`config.mk`:
```
export PLATFORM = sky130hd
export DESIGN_NAME = mem_arbiter_flat
export DESIGN_NICKNAME = d
export VERILOG_FILES = /design/src/rtl/soc_bus_pkg.sv /design/src/rtl/mem_arbiter_if.sv /design/src/rtl/mem_arbiter.sv /design/src/flat_wrapper.sv
export SDC_FILE = /design/constraint.sdc
export NUM_CORES = 1
export LEC_CHECK = 0
export CAP_MARGIN = 20
export CORE_AREA = 2 2 119 121
export CTS_CLUSTER_SIZE = 8
export DETAILED_ROUTE_END_ITERATION = 7
export DIE_AREA = 0 0 121 123
export PLACE_DENSITY_LB_ADDON = 0.3
export SLEW_MARGIN = 20
export SYNTH_ARGS = -nofsm -noshare
export SYNTH_HDL_FRONTEND = slang
export SYNTH_SLANG_ARGS = --single-unit
```
`constraint.sdc`:
```
create_clock -name clk -period 4.8 [get_ports clk]
set_clock_uncertainty 0.05 [all_clocks]
set_input_delay 0.96 -clock clk [delete_from_list [all_inputs] [get_ports clk]]
set_output_delay 0.96 -clock clk [all_outputs]
set_load 0.05 [all_outputs]
```
`src/rtl/soc_bus_pkg.sv`:
```
// Shared bus types for the memory arbiter: FSM states, master index and
// the round-robin pick helper.
package soc_bus_pkg;

  typedef enum logic [1:0] {
    ST_IDLE = 2'd0,
    ST_BUSY = 2'd1,
    ST_DONE = 2'd2
  } arb_state_t;

  typedef enum logic {
    MST_CPU = 1'b0,
    MST_DMA = 1'b1
  } mst_idx_t;

  localparam logic [31:0] ERR_RDATA_DEFAULT = 32'hDEAD_BEEF;

  // On a tie the master that did not win last time gets the grant.
  function automatic mst_idx_t rr_pick(input logic v0, input logic v1, input mst_idx_t last);
    if (v0 && v1) begin
      return (last == MST_CPU) ? MST_DMA : MST_CPU;
    end else if (v1) begin
      return MST_DMA;
    end
    return MST_CPU;
  endfunction

endpackage

```
`src/rtl/mem_arbiter_if.sv`:
```
// Two-master / one-slave memory bus bundle. The arbiter uses the slave
// modport; whatever drives the masters and the memory uses master.
interface mem_arbiter_if;
  logic        m0_valid, m1_valid;
  logic        m0_ready, m1_ready;
  logic [31:0] m0_addr, m1_addr;
  logic [31:0] m0_wdata, m1_wdata;
  logic [3:0]  m0_wstrb, m1_wstrb;
  logic [31:0] m0_rdata, m1_rdata;
  logic        s_valid, s_ready;
  logic [31:0] s_addr, s_wdata, s_rdata;
  logic [3:0]  s_wstrb;
  logic        err, err_clr;

  modport slave (
    input  m0_valid, m1_valid, m0_addr, m1_addr, m0_wdata, m1_wdata,
           m0_wstrb, m1_wstrb, s_ready, s_rdata, err_clr,
    output m0_ready, m1_ready, m0_rdata, m1_rdata,
           s_valid, s_addr, s_wdata, s_wstrb, err
  );

  modport master (
    output m0_valid, m1_valid, m0_addr, m1_addr, m0_wdata, m1_wdata,
           m0_wstrb, m1_wstrb, s_ready, s_rdata, err_clr,
    input  m0_ready, m1_ready, m0_rdata, m1_rdata,
           s_valid, s_addr, s_wdata, s_wstrb, err
  );
endinterface

```
`src/rtl/mem_arbiter.sv`:
```
// Round-robin arbiter giving a CPU and a DMA master access to one memory
// port, with a per-transfer wait timeout and a sticky error flag.
module mem_arbiter
  import soc_bus_pkg::*;
#(
  parameter int unsigned TIMEOUT   = 255,
  parameter logic [31:0] ERR_RDATA = ERR_RDATA_DEFAULT
) (
  input logic          clk,
  input logic          reset,
  mem_arbiter_if.slave bus
);

  localparam logic [15:0] TMO = 16'(TIMEOUT);

  arb_state_t  state;
  mst_idx_t    grant;
  mst_idx_t    last_grant;
  mst_idx_t    pick;
  logic [15:0] wait_cnt;
  logic        busy;
  logic        xfer_end;
  logic        tmo_hit;
  logic [31:0] xfer_rdata;

  assign pick       = rr_pick(bus.m0_valid, bus.m1_valid, last_grant);
  assign busy       = (state == ST_BUSY) && !reset;
  assign xfer_end   = busy && (bus.s_ready || (wait_cnt == TMO));
  // s_ready wins over a coinciding timeout
  assign tmo_hit    = busy && !bus.s_ready && (wait_cnt == TMO);
  assign xfer_rdata = bus.s_ready ? bus.s_rdata : ERR_RDATA;

  assign bus.m0_ready = xfer_end && (grant == MST_CPU);
  assign bus.m1_ready = xfer_end && (grant == MST_DMA);
  assign bus.m0_rdata = bus.m0_ready ? xfer_rdata : 32'h0;
  assign bus.m1_rdata = bus.m1_ready ? xfer_rdata : 32'h0;

  always_ff @(posedge clk) begin
    if (reset) begin
      state       <= ST_IDLE;
      grant       <= MST_CPU;
      last_grant  <= MST_DMA;
      wait_cnt    <= 16'd0;
      bus.s_valid <= 1'b0;
      bus.s_addr  <= 32'h0;
      bus.s_wdata <= 32'h0;
      bus.s_wstrb <= 4'h0;
      bus.err     <= 1'b0;
    end else begin
      if (tmo_hit) begin
        bus.err <= 1'b1;
      end else if (bus.err_clr) begin
        bus.err <= 1'b0;
      end

      case (state)
        ST_IDLE: begin
          if (bus.m0_valid || bus.m1_valid) begin
            grant       <= pick;
            last_grant  <= pick;
            bus.s_addr  <= (pick == MST_DMA) ? bus.m1_addr  : bus.m0_addr;
            bus.s_wdata <= (pick == MST_DMA) ? bus.m1_wdata : bus.m0_wdata;
            bus.s_wstrb <= (pick == MST_DMA) ? bus.m1_wstrb : bus.m0_wstrb;
            bus.s_valid <= 1'b1;
            wait_cnt    <= 16'd0;
            state       <= ST_BUSY;
          end
        end
        ST_BUSY: begin
          if (bus.s_ready || (wait_cnt == TMO)) begin
            bus.s_valid <= 1'b0;
            state       <= ST_DONE;
          end else begin
            wait_cnt <= wait_cnt + 16'd1;
          end
        end
        ST_DONE: begin
          state <= ST_IDLE;
        end
        default: begin
          bus.s_valid <= 1'b0;
          state       <= ST_IDLE;
        end
      endcase
    end
  end

endmodule

```
`src/flat_wrapper.sv`:
```
// flat-port wrapper written by rule: the top's interface ports become plain ports
module mem_arbiter_flat import soc_bus_pkg::*;
#(
  parameter int unsigned TIMEOUT   = 255,
  parameter logic [31:0] ERR_RDATA = ERR_RDATA_DEFAULT
)
  (clk, reset, bus_m0_valid, bus_m1_valid, bus_m0_addr, bus_m1_addr, bus_m0_wdata, bus_m1_wdata, bus_m0_wstrb, bus_m1_wstrb, bus_s_ready, bus_s_rdata, bus_err_clr, bus_m0_ready, bus_m1_ready, bus_m0_rdata, bus_m1_rdata, bus_s_valid, bus_s_addr, bus_s_wdata, bus_s_wstrb, bus_err);
  mem_arbiter_if bus_i ();
  input logic clk;
  input logic reset;
  input wire logic [$bits(bus_i.m0_valid)-1:0] bus_m0_valid;
  input wire logic [$bits(bus_i.m1_valid)-1:0] bus_m1_valid;
  input wire logic [$bits(bus_i.m0_addr)-1:0] bus_m0_addr;
  input wire logic [$bits(bus_i.m1_addr)-1:0] bus_m1_addr;
  input wire logic [$bits(bus_i.m0_wdata)-1:0] bus_m0_wdata;
  input wire logic [$bits(bus_i.m1_wdata)-1:0] bus_m1_wdata;
  input wire logic [$bits(bus_i.m0_wstrb)-1:0] bus_m0_wstrb;
  input wire logic [$bits(bus_i.m1_wstrb)-1:0] bus_m1_wstrb;
  input wire logic [$bits(bus_i.s_ready)-1:0] bus_s_ready;
  input wire logic [$bits(bus_i.s_rdata)-1:0] bus_s_rdata;
  input wire logic [$bits(bus_i.err_clr)-1:0] bus_err_clr;
  output wire logic [$bits(bus_i.m0_ready)-1:0] bus_m0_ready;
  output wire logic [$bits(bus_i.m1_ready)-1:0] bus_m1_ready;
  output wire logic [$bits(bus_i.m0_rdata)-1:0] bus_m0_rdata;
  output wire logic [$bits(bus_i.m1_rdata)-1:0] bus_m1_rdata;
  output wire logic [$bits(bus_i.s_valid)-1:0] bus_s_valid;
  output wire logic [$bits(bus_i.s_addr)-1:0] bus_s_addr;
  output wire logic [$bits(bus_i.s_wdata)-1:0] bus_s_wdata;
  output wire logic [$bits(bus_i.s_wstrb)-1:0] bus_s_wstrb;
  output wire logic [$bits(bus_i.err)-1:0] bus_err;
  assign bus_i.m0_valid = bus_m0_valid;
  assign bus_i.m1_valid = bus_m1_valid;
  assign bus_i.m0_addr = bus_m0_addr;
  assign bus_i.m1_addr = bus_m1_addr;
  assign bus_i.m0_wdata = bus_m0_wdata;
  assign bus_i.m1_wdata = bus_m1_wdata;
  assign bus_i.m0_wstrb = bus_m0_wstrb;
  assign bus_i.m1_wstrb = bus_m1_wstrb;
  assign bus_i.s_ready = bus_s_ready;
  assign bus_i.s_rdata = bus_s_rdata;
  assign bus_i.err_clr = bus_err_clr;
  assign bus_m0_ready = bus_i.m0_ready;
  assign bus_m1_ready = bus_i.m1_ready;
  assign bus_m0_rdata = bus_i.m0_rdata;
  assign bus_m1_rdata = bus_i.m1_rdata;
  assign bus_s_valid = bus_i.s_valid;
  assign bus_s_addr = bus_i.s_addr;
  assign bus_s_wdata = bus_i.s_wdata;
  assign bus_s_wstrb = bus_i.s_wstrb;
  assign bus_err = bus_i.err;
  mem_arbiter #(.TIMEOUT(TIMEOUT), .ERR_RDATA(ERR_RDATA)) u_core (.clk(clk), .reset(reset), .bus(bus_i));
endmodule
```
==> results <==
state kept, by name, summed over array words and instances (netlist names):
name and count:
u_core.bus.err 1, u_core.bus.s_addr 32, u_core.bus.s_valid 1, u_core.bus.s_wdata 32, u_core.bus.s_wstrb 4, u_core.grant 1
u_core.last_grant 1, u_core.state 2, u_core.wait_cnt 16
layer usage:
layer | track usage | vias up | wire (microns)
met1 | 0.234 | 2341 | 6300
met2 | 0.413 | 252 | 8650
met3 | 0.0595 | 25 | 1490
met5 | 0 | - | 0
li1 | - | 2551 | -
met4 | 0.0778 | 0 | 437
path summary, 6_finish.rpt:
| path | slack, ns | endpoint | startpoint | cells past startpoint |
|---|---|---|---|---|
| max | 0.61 | bus_m0_rdata[11] | u_core.wait_cnt[11]$_SDFFE_PP0P_ | 6 |
| min | 0.45 | u_core.bus.s_wdata[11]$_SDFFE_PP0P_ | u_core.bus.s_wdata[11]$_SDFFE_PP0P_ | 2 |
| max reg2reg | 2.29 | u_core.wait_cnt[1]$_SDFFE_PP0P_ | u_core.wait_cnt[11]$_SDFFE_PP0P_ | 5 |
| min reg2reg | 0.45 | u_core.bus.s_wdata[11]$_SDFFE_PP0P_ | u_core.bus.s_wdata[11]$_SDFFE_PP0P_ | 2 |
where the power goes:
part	switching (W)	internal, W
sequential	0.0000409	0.000819
clock	0.000291	0.000455
combinational	0.000517	0.000377
total	0.000849	0.00165
through the flow:
step           total power [W]   util  setup slack [ns]  hold slack, ns  cells
5_1_grt                0.00260  0.653             0.496           0.459   1022
4_1_cts                0.00252  0.653             0.617           0.450   1021
3_3_place_gp           0.00176  0.630             0.718           0.431   1006
3_5_place_dp           0.00178  0.630             0.660           0.443   1006
6_report               0.00250  0.653             0.612           0.450   1022
2_1_floorplan          0.00138      -              1.07           0.412    548
cells by family (layout without fill, tap and decap cells):
kind of cell    after synthesis  after routing  share of synthesized area
compound gates               99             99                      0.159
simple gates                237            237                      0.262
other cells                   0              1                          0
mux                          71             71                      0.149
flops                        90             90                      0.379
fa+ha+maj                     1              1                    0.00263
buf+inv                      50            343                     0.0479
placed cells by master (no fill, tap or decap), types with 3 or more instances in the layout:
| master | netlist | layout |
|---|---|---|
| clkinvlp_4 | 0 | 3 |
| nand3_1 | 15 | 15 |
| buf_4 | 0 | 20 |
| and4_1 | 3 | 3 |
| a211oi_1 | 69 | 69 |
| dfxtp_1 | 90 | 90 |
| or4_1 | 5 | 5 |
| nor3_1 | 6 | 5 |
| and2_1 | 17 | 17 |
| mux2i_1 | 71 | 71 |
| a31oi_1 | 3 | 3 |
| nand4_1 | 9 | 9 |
| a21oi_1 | 7 | 7 |
| clkdlybuf4s50_1 | 0 | 244 |
| clkbuf_16 | 0 | 9 |
| nor2b_1 | 3 | 3 |
| nor2_1 | 129 | 129 |
| nand2_1 | 8 | 8 |
| nor4_1 | 5 | 5 |
| buf_12 | 1 | 59 |
| nand4b_1 | 3 | 3 |
| nor2_4 | 19 | 19 |
| and3_1 | 3 | 3 |
area by class of cell:
cell class	instances	share of cell area
Timing Repair Buffer	324	0.425
Antenna cell	1	0.000281
Clock buffer	9	0.0253
Sequential cell	90	0.203
Inverter	4	0.00169
Clock inverter	6	0.0103
Multi-Input combinational cell	408	0.310
Tap cell	180	0.0253
worst max-delay path, stage by stage, from the launching register on:
cell and delay (ns):
dfxtp_1 0.39, or4_4 0.62, o41a_1 0.45, or3_2 0.74
buf_4 0.35, nor2_4 0.15, buf_12 0.14
==> impl_metrics.ini <==
[power]
p_leak_nw = 3.40
power_density_nw_per_um2 = 281
peakVddDrop_uv = 227

[worst_setup_path]
cp-start-kind = flop
critPathCaptureType = primary output
crit_type = reg -> out
arrival_ns = 3.18
crit_required_ns = 3.79
crit_fanout = 17

[synthesis]
ys_types = 51
synth_area_per_cell_sq_um = 8.68
yosys.area.top_type = dfxtp_1
synthTopCellsByCount = nor2_1 (129), dfxtp_1 (90), mux2i_1 (71)
seq_area_frac_synth = 0.379
synth_edf_count = 0
syn_area_sq_um = 4760
yosysWarningCount = 0
synth_nets = 723
synth_top_area_frac = 0.379
synth_area_leaders = dfxtp_1 (38%), mux2i_1 (15%), a211oi_1 (11%), nor2_1 (10%), nor2_4 (4.5%)
synth_most_common_cell = nor2_1
ys.flop_type = dfxtp_1
synth_seq_cells = 90
synth_cells = 548
synth_async_sr_flop_share = 0

[final_layout]
final_nets = 1012
drive_above_1_share = 0.149
seq_area_sq_um = 1800
fillers = 1069
area_growth_pct = 86.9
multi_input_area_sq_um = 2750
final_area_sq_um = 8890

[global_routing]
grt_overflow = 0
grt_start_max_net_pins = 100
grtUsageTotal = 0.219
grt_pass1_wl_mm = 25.9
antenna_found_initial = 1
grt_pass1_vias = 5260

[clock_tree]
cts.sinks = 90
postCtsSetupRepairBufs = 0
postCtsHoldBufs = 0
htree_levels = 3
cts.path.max_buffers = 2
cts_root_buffer = clkbuf_16
cts_tree = yes
postCtsResizedCells = 0
cts_buffers = 9
clk_latency_ns = 0.33
clk_pin_slew_worst_paths_ns = 0.06

[timing]
hold_viol = 0
setup_viol = 0
max_slew.worst_pin.slew_ns = 0.988
final_max_slew_viol_count = 0
tns_ns = 0
finalCritPeriodShare = 0.872
finalCriticalPeriod_ns = 4.19
rsz0062_at_grt = no
slew_headroom = 0.340
max_freq_mhz = 239

[floorplan]
rows = 43
fp.dieH_microns = 123
die_w_microns = 121
io_pins = 310
core_area_sq_um = 13600
dieArea_sq_um = 14900
start_util = 0.350

[detailed_routing]
wirelength_mm = 16.9
drtIter0Drc = 131
drcViolationCount = 0
ant_nets = 0
vias = 5169
avgViaCountPerCell = 5.06
wl_per_cell_microns = 16.5
firstDrtPassIters = 4

[run]
maxCapViolations = 0

[placed_design]
place_area_sq_um = 8570
io_buffer_count = 309
routabilityCongestion = 0.930
dp_hpwl_mm = 13.7

[outcome]
status = completed

[min_path]
holdCritPathClass = reg -> reg
Power figures use the tool's default switching activity.
